===== src/rtl/sys_pkg.sv =====
// sys_pkg: shared definitions for the systolic MAC array.
//   - MAX_W / default widths used by the PE and the array controller
//   - prod_width(): product width for a given operand width
//   - drain_cmd_e + drain_decode(): drain-chain command encoding, shared
//     with the array controller (load has priority over shift)
//   - sat_add(): accumulate step with optional signed saturation at acc_w
package sys_pkg;

   localparam int unsigned DATA_W_DEF = 16;
   localparam int unsigned ACC_W_DEF  = 40;
   // Widest accumulator sat_add can handle; operands are passed sign-extended to this width.
   localparam int unsigned MAX_W      = 64;

   typedef enum logic [1:0] {
      DRN_HOLD  = 2'd0,
      DRN_SHIFT = 2'd1,
      DRN_LOAD  = 2'd2
   } drain_cmd_e;

   function automatic int unsigned prod_width(input int unsigned data_w);
      return 2 * data_w;
   endfunction

   function automatic drain_cmd_e drain_decode(input logic ld, input logic sh);
      drain_cmd_e cmd;
      cmd = DRN_HOLD;
      if (ld)
         cmd = DRN_LOAD;
      else if (sh)
         cmd = DRN_SHIFT;
      return cmd;
   endfunction

   // a and b are acc_w-bit signed values sign-extended to MAX_W. The exact
   // sum is formed one bit wider, then either clamped to the acc_w signed
   // range or wrapped by re-sign-extending its low acc_w bits.
   function automatic logic signed [MAX_W-1:0] sat_add(
      input logic signed [MAX_W-1:0] a,
      input logic signed [MAX_W-1:0] b,
      input int unsigned             acc_w,
      input logic                    sat
   );
      logic signed [MAX_W:0] full;
      logic signed [MAX_W:0] hi;
      logic signed [MAX_W:0] lo;
      logic signed [MAX_W:0] wrap;
      logic signed [MAX_W:0] r;
      int unsigned           sh;
      full = (MAX_W+1)'(a) + (MAX_W+1)'(b);
      hi   = ((MAX_W+1)'(1) <<< (acc_w - 1)) - (MAX_W+1)'(1);
      lo   = -((MAX_W+1)'(1) <<< (acc_w - 1));
      sh   = MAX_W + 1 - acc_w;
      wrap = (full <<< sh) >>> sh;
      if (sat) begin
         if (full > hi)
            r = hi;
         else if (full < lo)
            r = lo;
         else
            r = full;
      end else begin
         r = wrap;
      end
      return MAX_W'(r);
   endfunction

endpackage


===== src/rtl/sys_mac_pe_if.sv =====
// Link interfaces for the systolic PE.
//   sys_beat_if  : operand beat (w, f, vld, last) moving east/south
//   sys_drain_if : drain-chain link (psum, psum_v) moving south
// master drives the link, slave receives it.
interface sys_beat_if #(
   parameter int unsigned DATA_W = 16
);
   logic [DATA_W-1:0] w;
   logic [DATA_W-1:0] f;
   logic              vld;
   logic              last;

   modport master (output w, output f, output vld, output last);
   modport slave  (input  w, input  f, input  vld, input  last);
endinterface

interface sys_drain_if #(
   parameter int unsigned ACC_W = 40
);
   logic [ACC_W-1:0] psum;
   logic             psum_v;

   modport master (output psum, output psum_v);
   modport slave  (input  psum, input  psum_v);
endinterface


===== src/rtl/sys_mac_acc.sv =====
// sys_mac_acc: two-stage signed MAC with last-tagged vector boundaries.
//   Stage 1 registers the full-width product with its vld/last tags.
//   Stage 2 accumulates (saturating or wrapping); on a last beat the sum
//   goes to the held result, res_full is set and the accumulator clears.
// Ports:
//   clk, rst (async, active-high), en (global stall)
//   w, f, vld, last : operand beat
//   take            : drain chain is loading the held result this cycle
//   result          : held dot-product result
//   res_full        : result awaiting drain
//   ovf_err         : sticky, a result was overwritten before being drained
module sys_mac_acc
   import sys_pkg::*;
#(
   parameter int unsigned DATA_W = DATA_W_DEF,
   parameter int unsigned ACC_W  = ACC_W_DEF,
   parameter int unsigned SAT    = 1
) (
   input  logic                     clk,
   input  logic                     rst,
   input  logic                     en,
   input  logic signed [DATA_W-1:0] w,
   input  logic signed [DATA_W-1:0] f,
   input  logic                     vld,
   input  logic                     last,
   input  logic                     take,
   output logic signed [ACC_W-1:0]  result,
   output logic                     res_full,
   output logic                     ovf_err
);

   localparam int unsigned PW = prod_width(DATA_W);

   logic signed [PW-1:0]    prod;
   logic                    p_vld;
   logic                    p_last;
   logic signed [ACC_W-1:0] acc;
   logic signed [MAX_W-1:0] acc_x;
   logic signed [MAX_W-1:0] prod_x;
   logic signed [ACC_W-1:0] sum;

   always_comb begin
      acc_x  = MAX_W'(acc);
      prod_x = MAX_W'(prod);
      sum    = ACC_W'(sat_add(acc_x, prod_x, ACC_W, SAT != 0));
   end

   always_ff @(posedge clk or posedge rst) begin
      if (rst) begin
         prod     <= '0;
         p_vld    <= 1'b0;
         p_last   <= 1'b0;
         acc      <= '0;
         result   <= '0;
         res_full <= 1'b0;
         ovf_err  <= 1'b0;
      end else if (en) begin
         prod   <= w * f;
         p_vld  <= vld;
         p_last <= last;
         // A drain load empties the holder; a result landing in the same
         // cycle refills it below (later assignment wins).
         if (take)
            res_full <= 1'b0;
         if (p_vld) begin
            if (p_last) begin
               result   <= sum;
               res_full <= 1'b1;
               acc      <= '0;
               if (res_full && !take)
                  ovf_err <= 1'b1;
            end else begin
               acc <= sum;
            end
         end
      end
   end

endmodule


===== src/rtl/sys_mac_pe.sv =====
// sys_mac_pe: output-stationary systolic processing element.
//   Weights pass east and features pass south through one register stage;
//   the MAC core accumulates last-tagged vectors; the held result is
//   drained through a per-column shift chain so the next vector can
//   accumulate meanwhile.
// Ports:
//   clk, rst (async, active-high), en (0 freezes every register)
//   feed     : incoming beat (w_in, f_in, in_vld, in_last)
//   fwd      : registered beat to neighbours (w_out, f_out, out_vld, out_last)
//   chain_n  : drain chain from the PE above (psum_in, psum_in_v)
//   chain_s  : drain chain to the PE below (psum_out, psum_out_v)
//   drain_ld : load held result into the chain (wins over drain_sh)
//   drain_sh : shift the chain one stage
//   res_full : result awaiting drain
//   ovf_err  : sticky, a result was lost
module sys_mac_pe
   import sys_pkg::*;
#(
   parameter int unsigned DATA_W = DATA_W_DEF,
   parameter int unsigned ACC_W  = ACC_W_DEF,
   parameter int unsigned SAT    = 1
) (
   input  logic         clk,
   input  logic         rst,
   input  logic         en,
   sys_beat_if.slave    feed,
   sys_beat_if.master   fwd,
   sys_drain_if.slave   chain_n,
   sys_drain_if.master  chain_s,
   input  logic         drain_ld,
   input  logic         drain_sh,
   output logic         res_full,
   output logic         ovf_err
);

   logic [DATA_W-1:0]       w_q;
   logic [DATA_W-1:0]       f_q;
   logic                    vld_q;
   logic                    last_q;
   logic [ACC_W-1:0]        psum_q;
   logic                    psum_v_q;
   logic signed [ACC_W-1:0] result;
   drain_cmd_e              cmd;

   always_comb begin
      cmd = drain_decode(drain_ld, drain_sh);
   end

   sys_mac_acc #(
      .DATA_W (DATA_W),
      .ACC_W  (ACC_W),
      .SAT    (SAT)
   ) u_acc (
      .clk      (clk),
      .rst      (rst),
      .en       (en),
      .w        (feed.w),
      .f        (feed.f),
      .vld      (feed.vld),
      .last     (feed.last),
      .take     (cmd == DRN_LOAD),
      .result   (result),
      .res_full (res_full),
      .ovf_err  (ovf_err)
   );

   // Operands forward every enabled cycle, valid or not.
   always_ff @(posedge clk or posedge rst) begin
      if (rst) begin
         w_q    <= '0;
         f_q    <= '0;
         vld_q  <= 1'b0;
         last_q <= 1'b0;
      end else if (en) begin
         w_q    <= feed.w;
         f_q    <= feed.f;
         vld_q  <= feed.vld;
         last_q <= feed.last;
      end
   end

   always_ff @(posedge clk or posedge rst) begin
      if (rst) begin
         psum_q   <= '0;
         psum_v_q <= 1'b0;
      end else if (en) begin
         unique case (cmd)
            DRN_LOAD: begin
               psum_q   <= result;
               psum_v_q <= res_full;
            end
            DRN_SHIFT: begin
               psum_q   <= chain_n.psum;
               psum_v_q <= chain_n.psum_v;
            end
            default: ;
         endcase
      end
   end

   assign fwd.w          = w_q;
   assign fwd.f          = f_q;
   assign fwd.vld        = vld_q;
   assign fwd.last       = last_q;
   assign chain_s.psum   = psum_q;
   assign chain_s.psum_v = psum_v_q;

endmodule


===== src/flat_wrapper.sv =====
// flat-port wrapper written by rule: the top's interface ports become plain ports
module sys_mac_pe_flat import sys_pkg::*;
#(
   parameter int unsigned DATA_W = DATA_W_DEF,
   parameter int unsigned ACC_W  = ACC_W_DEF,
   parameter int unsigned SAT    = 1
)
  (clk, rst, en, drain_ld, drain_sh, res_full, ovf_err, feed_w, feed_f, feed_vld, feed_last, fwd_w, fwd_f, fwd_vld, fwd_last, chain_n_psum, chain_n_psum_v, chain_s_psum, chain_s_psum_v);
  sys_beat_if #(.DATA_W(DATA_W)) feed_i ();
  sys_beat_if #(.DATA_W(DATA_W)) fwd_i ();
  sys_drain_if #(.ACC_W(ACC_W)) chain_n_i ();
  sys_drain_if #(.ACC_W(ACC_W)) chain_s_i ();
  input  logic clk;
  input  logic rst;
  input  logic en;
  input  logic drain_ld;
  input  logic drain_sh;
  output logic res_full;
  output logic ovf_err;
  input wire logic [$bits(feed_i.w)-1:0] feed_w;
  input wire logic [$bits(feed_i.f)-1:0] feed_f;
  input wire logic [$bits(feed_i.vld)-1:0] feed_vld;
  input wire logic [$bits(feed_i.last)-1:0] feed_last;
  output wire logic [$bits(fwd_i.w)-1:0] fwd_w;
  output wire logic [$bits(fwd_i.f)-1:0] fwd_f;
  output wire logic [$bits(fwd_i.vld)-1:0] fwd_vld;
  output wire logic [$bits(fwd_i.last)-1:0] fwd_last;
  input wire logic [$bits(chain_n_i.psum)-1:0] chain_n_psum;
  input wire logic [$bits(chain_n_i.psum_v)-1:0] chain_n_psum_v;
  output wire logic [$bits(chain_s_i.psum)-1:0] chain_s_psum;
  output wire logic [$bits(chain_s_i.psum_v)-1:0] chain_s_psum_v;
  assign feed_i.w = feed_w;
  assign feed_i.f = feed_f;
  assign feed_i.vld = feed_vld;
  assign feed_i.last = feed_last;
  assign fwd_w = fwd_i.w;
  assign fwd_f = fwd_i.f;
  assign fwd_vld = fwd_i.vld;
  assign fwd_last = fwd_i.last;
  assign chain_n_i.psum = chain_n_psum;
  assign chain_n_i.psum_v = chain_n_psum_v;
  assign chain_s_psum = chain_s_i.psum;
  assign chain_s_psum_v = chain_s_i.psum_v;
  sys_mac_pe #(.DATA_W(DATA_W), .ACC_W(ACC_W), .SAT(SAT)) u_core (.clk(clk), .rst(rst), .en(en), .feed(feed_i), .fwd(fwd_i), .chain_n(chain_n_i), .chain_s(chain_s_i), .drain_ld(drain_ld), .drain_sh(drain_sh), .res_full(res_full), .ovf_err(ovf_err));
endmodule

===== config.mk =====
export PLATFORM = sky130hd
export DESIGN_NAME = sys_mac_pe_flat
export DESIGN_NICKNAME = d
export VERILOG_FILES = /design/src/rtl/sys_pkg.sv /design/src/rtl/sys_mac_pe_if.sv /design/src/rtl/sys_mac_acc.sv /design/src/rtl/sys_mac_pe.sv /design/src/flat_wrapper.sv
export SDC_FILE = /design/constraint.sdc
export NUM_CORES = 1
export LEC_CHECK = 0
export ABC_AREA = 1
export CAP_MARGIN = 20
export CORE_MARGIN = 10
export CORE_UTILIZATION = 38
export CTS_CLUSTER_SIZE = 24
export DETAILED_ROUTE_END_ITERATION = 6
export PLACE_DENSITY_LB_ADDON = 0.25
export SLEW_MARGIN = 10
export SYNTH_ARGS = -nofsm -noshare
export SYNTH_HDL_FRONTEND = slang
export SYNTH_HIERARCHICAL = 1
export SYNTH_SLANG_ARGS = --single-unit

===== constraint.sdc =====
create_clock -name clk -period 4.1 [get_ports clk]
set_input_delay 0.82 -clock clk [delete_from_list [all_inputs] [get_ports clk]]
set_output_delay 0.82 -clock clk [all_outputs]
set_load 0.005 [all_outputs]

* Word-level counts from Yosys, hierarchy flattened
Index checks and enable logic that the tools add are counted.
W data, S select, Z words.
** Storage, ports and cells
- Bits in registers :: 189
- Input bits :: 80
- Output and inout bits :: 77
- Word-level logic and storage cells :: 34
** Cells by class
- Add/sub/neg operators :: 1
- Multipliers :: 1
- Order comparisons :: 2
- Eq/ne operators :: 2
- Multiplexer cells :: 10
- Reductions and logical operators :: 7
** Operator list (count)
- $mux W40 :: 3
- $pmux W40 S2 :: 1
- $add A40 B32 Y41 :: 1
- $gt A41 B40 Y1 const B :: 1
- $lt A41 B40 Y1 const B :: 1
- $mul A16 B16 Y32 :: 1
- $mux W1 :: 4
- $reduce_and A2 Y1 :: 2
- $reduce_and A4 Y1 :: 1
- $reduce_and A3 Y1 :: 1
- $eq A2 B1 Y1 const B :: 1
- $eq A2 B2 Y1 const B :: 1
- $mux W2 :: 1
- $pmux W1 S2 :: 1
- $reduce_bool A2 Y1 :: 1
- $logic_and A1 B1 Y1 :: 1
- $logic_not A1 Y1 :: 1

* Longest topological paths before layout
Gate-level depths: netlist (run 1).
- Depth in word-level cells :: 6
- Depth in mapped cells :: 29
- Gate-level depth less buffers :: 27

* Modules after synthesis
The synthesis (run 1) kept the hierarchy.
** Modules (own cells, without submodules)
- sys_mac_acc :: times used 1, cells an instance 2465, area an instance 17981.0 um^2, seq. area each 2902.8 um^2
- sys_mac_pe :: times used 1, cells an instance 500, area an instance 3668.5 um^2, seq. area each 1876.8 um^2

* Worst setup path before layout (run 1)
Ideal clock, no wire load.
- Kind :: input -> register
- Start :: in feed_f[5]
- End :: reg u_core.u_acc.prod[27]
- Library setup time :: 0.118 ns
- Data arrival time :: 6.090 ns
- Required time :: 3.982 ns
- Setup slack :: -2.108 ns
- Stages :: 22
- Buffers on the path :: 2
- Path through :: clkbuf_1 -> clkbuf_1 -> nand2_1 -> fa_1 -> inv_1 -> fa_1 -> fa_1 -> fa_1 -> fa_1 -> inv_1 -> fa_1 -> inv_1 -> ha_1 -> nand2_1 -> nor2_1 -> and3_1 -> nand4_1 -> nand3_1 -> a21o_1 -> or2_2 -> nand3_1 -> nand2_1
** Between the ends
- Word-level cells in the longest chain between the ends :: 1
** Ends and longest elaborated chain
- start, declared :: line flat_wrapper.sv:21 : input wire logic [$bits(feed_i.f)-1:0] feed_f;
- $mul A16 B16 Y32 :: line sys_mac_acc.sv:58 : prod <= w * f;
- end signal, assigned :: line sys_mac_acc.sv:58
- end, declared :: line sys_mac_acc.sv:34 : logic signed [PW-1:0] prod;
No other way between the ends.
A chain may end at the register's enable or synchronous reset.

* Final worst setup path (run 1)
- Start :: in feed_f[15]
- End :: reg u_core.u_acc.prod[30]
The elaborated chain is that of the path after synthesis.

==> impl_metrics.csv, run 1 <==
group,metric,value,unit
final_layout,nFillCells,5391,
final_layout,antennaDiodeCount,0,
drt,wl_per_cell,16.8,um
floorplanning,fp-row-count,87,
grt,gr-total-overflow,0,
setup_path,cp.required,4.46,ns
setup_path,end_kind,"flip-flop",
final_layout,area_growth,32.7,%
final_layout,fin_area,0.0287,mm2
synthesis,avgSynthCellArea,7.30,um2
placed_design,place_hpwl,52500,um
final_layout,final_cell_mix,"nand2_1, inv_1, fa_1",
run,maxCapViolCount,0,
outcome,status,"complete, but fails checks",
timing,setup_violations,26,
floorplanning,core,0.0564,mm2
synthesis,synthTopCellsByArea,"fa_1, dfrtp_1, nand2_1, inv_1, ha_1",
drt,drc,0,
grt,grt_pass1_vias,20340,
synthesis,syn_nets,3430,
drt,firstDrtPassIters,5,
synthesis,synth_top_area_frac,0.243,
worst_hold_path,holdCritPathClass,"reg -> reg",
floorplanning,dieArea,0.0669,mm2
drt,vias,19801,
drt,vias_per_cell,4.84,
timing,timing.final.ws_setup,-1.49,ns
setup_path,reg2reg_from,"u_core/u_acc/prod[0]",
floorplanning,die_x,259,um
clock_tree,cts_made_buffers,17,
final_layout,drive_gt1_frac,0.222,
clock_tree,clk_pin_slew,0.08,ns
clock_tree,ctsHoldBuffers,0,
grt,grt_max_degree,104,
drt,drtIter0Drc,1251,
grt,grt_pass1_wl,110000,um
grt,grt_usage,0.206,
final_layout,multi_input_area,0.0154,mm2
setup_path,crit_type,"in -> reg",
final_layout,fin_nets,3788,
synthesis,syn_inst,2965,
clock_tree,cts.sinks,191,
clock_tree,htree_levels,4,
setup_path,ff2ff_setup_slack,0.73,ns
clock_tree,tritoncts,"built",
synthesis,seq_area_frac_synth,0.221,
placed_design,portBuffers,156,
grt,antenna_found_initial,0,
floorplanning,die_y,259,um
floorplanning,initial_utilization,0.384,
timing,fmax,0.179,GHz
setup_path,critPathLaunch,"feed_f[15]",
setup_path,cp-start-kind,"primary input",
timing,hold_viol_final,0,
synthesis,synth_seq_cells,191,
synthesis,yosysUniqueCellTypes,40,
timing,period_share,1.36,
placed_design,post_dp_cell_area,0.0259,mm2
floorplanning,pin_count,157,
synthesis,synth_edf_count,0,
final_layout,seqCellArea,0.00478,mm2
timing,maxSlewViolCount,0,
synthesis,yosysTopAreaCell,"fa_1",
timing,layout_min_cycle_time,5.59,ns
timing,worst_slew_pin_slew,0.872,ns
timing,slew-limit-headroom,0.412,
setup_path,rr_worst_depth,15,
timing,clock_skew,0.0201,ns
placed_design,gp_congestion,0.938,
setup_path,reg2reg_to,"u_core/u_acc/result[21]",
drt,drtAntennaViolNets,0,
synthesis,syn-cell-area,0.0216,mm2
clock_tree,clk_latency,0.46,ns
outcome,violations,"negative setup slack",
synthesis,synth_flop_cell,"dfrtp_1",
timing,rsz0062_at_grt,"true",
synthesis,ys_warn_count,6,
synthesis,async_flop_share,1.00,
clock_tree,cts-root-buf,"clkbuf_16",
setup_path,cp-endpoint,"u_core/u_acc/prod[30]",
clock_tree,cts_buffer_depth,2,
final_layout,final_common_cell,"nand2_1",
setup_path,cp_max_fo,4,
setup_path,crit_arrival,5.95,ns
drt,wl,68500,um
==> kinds of logic (layout without fill, tap and decap cells) <==
logic type      count (synthesis)  after routing  synth area share
compound gates                157            157            0.0403
flops                         191            191             0.221
xor+xnor                       43             43            0.0174
buf+inv                       735           1105             0.133
fa+ha+maj                     385            385             0.314
simple gates                 1454           1454             0.275
==> timing repair <==
item,4_1_cts,5_1_grt
endpoints found under the setup margin,27,26
gates resized for setup,333,186
pin swaps,147,167
buffers inserted,85,37
gates cloned,7,0
==> how the worst min path moves through the flow <==
stage | end | cells after the start | startpoint | slack [ns]
6_report | u_core/fwd.last | 2 | u_core/fwd.last | 0.47
5_1_grt | u_core/fwd.f[4] | 2 | u_core/fwd.f[4] | 0.50
4_1_cts | u_core/fwd.w[13] | 2 | u_core/fwd.w[13] | 0.48
3_5_place_dp | u_core/fwd.w[13] | 2 | u_core/fwd.w[13] | 0.46
3_3_place_gp | u_core/fwd.f[11] | 2 | u_core/fwd.f[11] | 0.45
2_1_floorplan | u_core/u_acc/p_vld | 2 | u_core/u_acc/p_vld | 0.44
==> sequential cells by signal, indices dropped and copies added (netlist names) <==
register               count
u_core/chain_s.psum       40
u_core/u_acc/acc          40
u_core/u_acc/result       40
u_core/u_acc/prod         32
u_core/fwd.f              16
u_core/fwd.w              16
u_core/chain_s.psum_v      1
u_core/fwd.last            1
u_core/fwd.vld             1
u_core/u_acc/ovf_err       1
u_core/u_acc/p_last        1
u_core/u_acc/p_vld         1
u_core/u_acc/res_full      1
==> critical path: stages <==
cell and delay, ns:
buf_8 0.09, clkinvlp_4 0.13, buf_6 0.14, buf_4 0.14, nor2_2 0.09, fa_1 0.44
fa_1 0.59, fa_1 0.45, fa_1 0.49, fa_1 0.53, inv_2 0.04, fa_1 0.51
inv_2 0.04, ha_4 0.30, nand2_4 0.06, inv_4 0.07, nand2_4 0.05, nor3_4 0.13
nand4_1 0.15, nand3_2 0.12, a21o_1 0.19, nand2_1 0.09, nand2_1 0.08, nand2_1 0.05
nand3_1 0.06, nand2_1 0.06
==> layout make-up <==
type                       instances  area share
multi-input combinational       2039       0.537
sequential                       191       0.166
timing repair buffer             457       0.162
inverter                         617      0.0814
tap                              756      0.0329
clock buffer                      20      0.0162
clock inverter                    11     0.00401
==> routing by layer <==
metal	track usage	routed length, um	up-vias
li1	-	-	9453
met1	0.285	31500	9755
met2	0.333	32000	509
met3	0.0259	3520	84
met4	0.0562	1460	0
met5	0	0	-
==> stage by stage <==
step | cells | setup TNS [ns] | hold slack (ns) | utilization | worst slack, ns
6_report | 4091 | -32.39 | 0.475 | 0.510 | -1.49
5_1_grt | 4091 | -35.84 | 0.497 | 0.510 | -1.74
4_1_cts | 4061 | -32.34 | 0.478 | 0.497 | -1.62
3_5_place_dp | 3939 | -58.62 | 0.459 | 0.459 | -2.66
3_3_place_gp | 3939 | -57.73 | 0.453 | 0.459 | -2.54
2_1_floorplan | 2965 | -32.22 | 0.442 | - | -1.64
==> cells in the mapped netlist, types with 19 or more instances <==
cell type and number:
clkbuf_1 86, buf_2 19, nand2_1 1110, or2_2 20, xor2_1 25, nand3_1 144, nand2_2 19, fa_1 263
o21ai_0 45, ha_1 122, nor2_1 105, inv_1 607, dfrtp_1 191, a21oi_1 76
Power of run 1 is left out: the tool's default activity adds up to more than one toggle a clock period on the data nets, which glitch-free logic cannot reach.
==> inputs of run 2 (changes only) <==
Settings changed: CORE_MARGIN 10 to 2, TNS_END_PERCENT from default to 5.
==> run 2 against run 1 <==
  * Sequential share of layout area grew 0.36 points
  * Critical path type unchanged
  * Routed wire length shrank 6.4%
  * Critical endpoint unchanged
  * Clock skew grew 0.0044 ns
  * Largest cell class unchanged
  * Count of clock-buffer cells in the layout shrank 3
  * The flow finishes with violations (design-rule violations, negative setup slack)
==> impl_metrics.csv, run 2 (synthesized netlist as in run 1, its figures left out) <==
group,metric,value,unit
outcome,status,"complete, but fails checks",
outcome,violations,"design-rule violations, negative setup slack",
final_layout,fin_nets,3775,
timing,clock_skew,0.0245,ns
drt,wl_per_cell,15.7,um
floorplanning,pin_count,157,
floorplanning,initial_utilization,0.384,
grt,grt_pass1_vias,19685,
final_layout,area_growth,29.9,%
drt,firstDrtPassIters,7,
setup_path,worstPathCellList,"buf_6 > buf_12 > nand2_4 > inv_4 > fa_2 > buf_6 > fa_1 > fa_1 > fa_1 > fa_1 > inv_1 > fa_1 > inv_2 > ha_4 > nand2_4 > nor3_4 > nand4_1 > nand3_2 > a21o_1 > nand2_1 > nand2_1 > nand2_1 > nand3_1 > nand2_1",
clock_tree,clk_pin_slew,0.09,ns
drt,drtIter0Drc,1363,
floorplanning,dieArea,0.0589,mm2
drt,vias_per_cell,4.76,
grt,antenna_found_initial,0,
final_layout,nFillCells,5496,
grt,gr-total-overflow,0,
setup_path,max_stage_delay,0.65,ns
placed_design,place_hpwl,47700,um
floorplanning,die_x,243,um
final_layout,final_common_cell,"nand2_1",
floorplanning,core,0.0564,mm2
setup_path,cp.required,4.47,ns
setup_path,cp_max_fo,6,
setup_path,crit_top_cell,"fa_1",
grt,grt_max_degree,117,
placed_design,portBuffers,156,
timing,hold_viol_final,0,
drt,wl,64100,um
timing,layout_min_cycle_time,5.63,ns
clock_tree,cts_made_buffers,17,
timing,fmax,0.178,GHz
final_layout,final_cells,4079,
final_layout,antennaDiodeCount,0,
clock_tree,tritoncts,"built",
grt,grt_pass1_wl,105000,um
setup_path,cp-start-kind,"primary input",
drt,drc,3,
final_layout,drive_gt1_frac,0.196,
timing,rsz0062_at_grt,"true",
setup_path,end_kind,"flip-flop",
floorplanning,die_y,243,um
placed_design,placed_cells_incl_taps,3952,
timing,slew-limit-headroom,0.412,
clock_tree,ctsHoldBuffers,0,
run,maxCapViolCount,0,
clock_tree,cts-root-buf,"clkbuf_16",
placed_design,gp_congestion,0.937,
clock_tree,clk_latency,0.47,ns
setup_path,slowest_stage,"fa_2",
timing,timing.final.ws_setup,-1.53,ns
timing,worst_slew_pin_slew,0.873,ns
final_layout,fin_util,0.499,
setup_path,crit_type,"in -> reg",
drt,vias,19398,
timing,maxSlewViolCount,0,
setup_path,crit_arrival,5.99,ns
drt,drtAntennaViolNets,0,
timing,period_share,1.37,
final_layout,final_cell_mix,"nand2_1, inv_1, fa_1",
floorplanning,fp-row-count,87,
worst_hold_path,holdCritPathClass,"reg -> reg",
clock_tree,htree_levels,4,
timing,setup_violations,26,
grt,grt_usage,0.224,
clock_tree,cts_buffer_depth,2,
clock_tree,cts.sinks,191,
==> run 2: area by class of cell <==
type	instances	area [um2]	share of cell area
clock buffer	17	425	0.0151
inverter	617	2340	0.0832
clock inverter	15	213	0.00756
multi-input combinational	2039	15000	0.533
timing repair buffer	444	4440	0.158
sequential	191	4780	0.170
tap	756	946	0.0336
==> run 2: per-stage QoR <==
stage / hold slack (ns) / cell area [um2] / TNS, ns / setup WS, ns
finish: 0.471 / 28100 / -32.98 / -1.53
global route: 0.491 / 28100 / -37.72 / -1.73
CTS: 0.479 / 27700 / -33.79 / -1.57
detailed placement: 0.458 / 25600 / -59.14 / -2.60
global placement: 0.453 / 25600 / -58.88 / -2.62
floorplan: 0.442 / 22100 / -35.34 / -1.64
==> run 2: routing by layer <==
layer  GRT usage  vias to the layer above  part of all wire
li1            -                     9436                 -
met1       0.315                     9337              0.45
met2       0.357                      541              0.46
met3      0.0444                       84             0.069
met5           0                        -                 0
met4      0.0502                        0             0.019
==> run 2: worst max-delay path: cells and delay by family <==
| family | cells | cell delay [ns] |
|---|---|---|
| adders and majority gates | 7 | 3.45 |
| and+or+nand+nor | 10 | 1.02 |
| buffers and inverters | 6 | 0.49 |
| AOI/OAI and AO/OA | 1 | 0.20 |
==> run 2: timing repair <==
item | 4_1_cts | 5_1_grt
pin swaps | 104 | 125
endpoints found under the setup margin | 27 | 26
gates resized for setup | 278 | 174
gates cloned | 11 | 2
buffers inserted | 65 | 23
==> run 2: path summary, 6_finish.rpt <==
check                                      from                      end  slack, ns  cells after the start
setup / recovery                     feed_w[15]    u_core/u_acc/prod[30]      -1.53                     24
hold / removal                 u_core/fwd.f[15]         u_core/fwd.f[15]       0.47                      2
min in group asynchronous                   rst  u_core/chain_s.psum[39]       0.80                      2
max in group asynchronous                   rst          u_core/fwd.f[7]       2.48                      3
hold reg to reg                u_core/fwd.f[15]         u_core/fwd.f[15]       0.47                      2
setup reg to reg           u_core/u_acc/prod[0]     u_core/u_acc/acc[21]       0.91                     15
Power of run 2 is left out for the same reason.
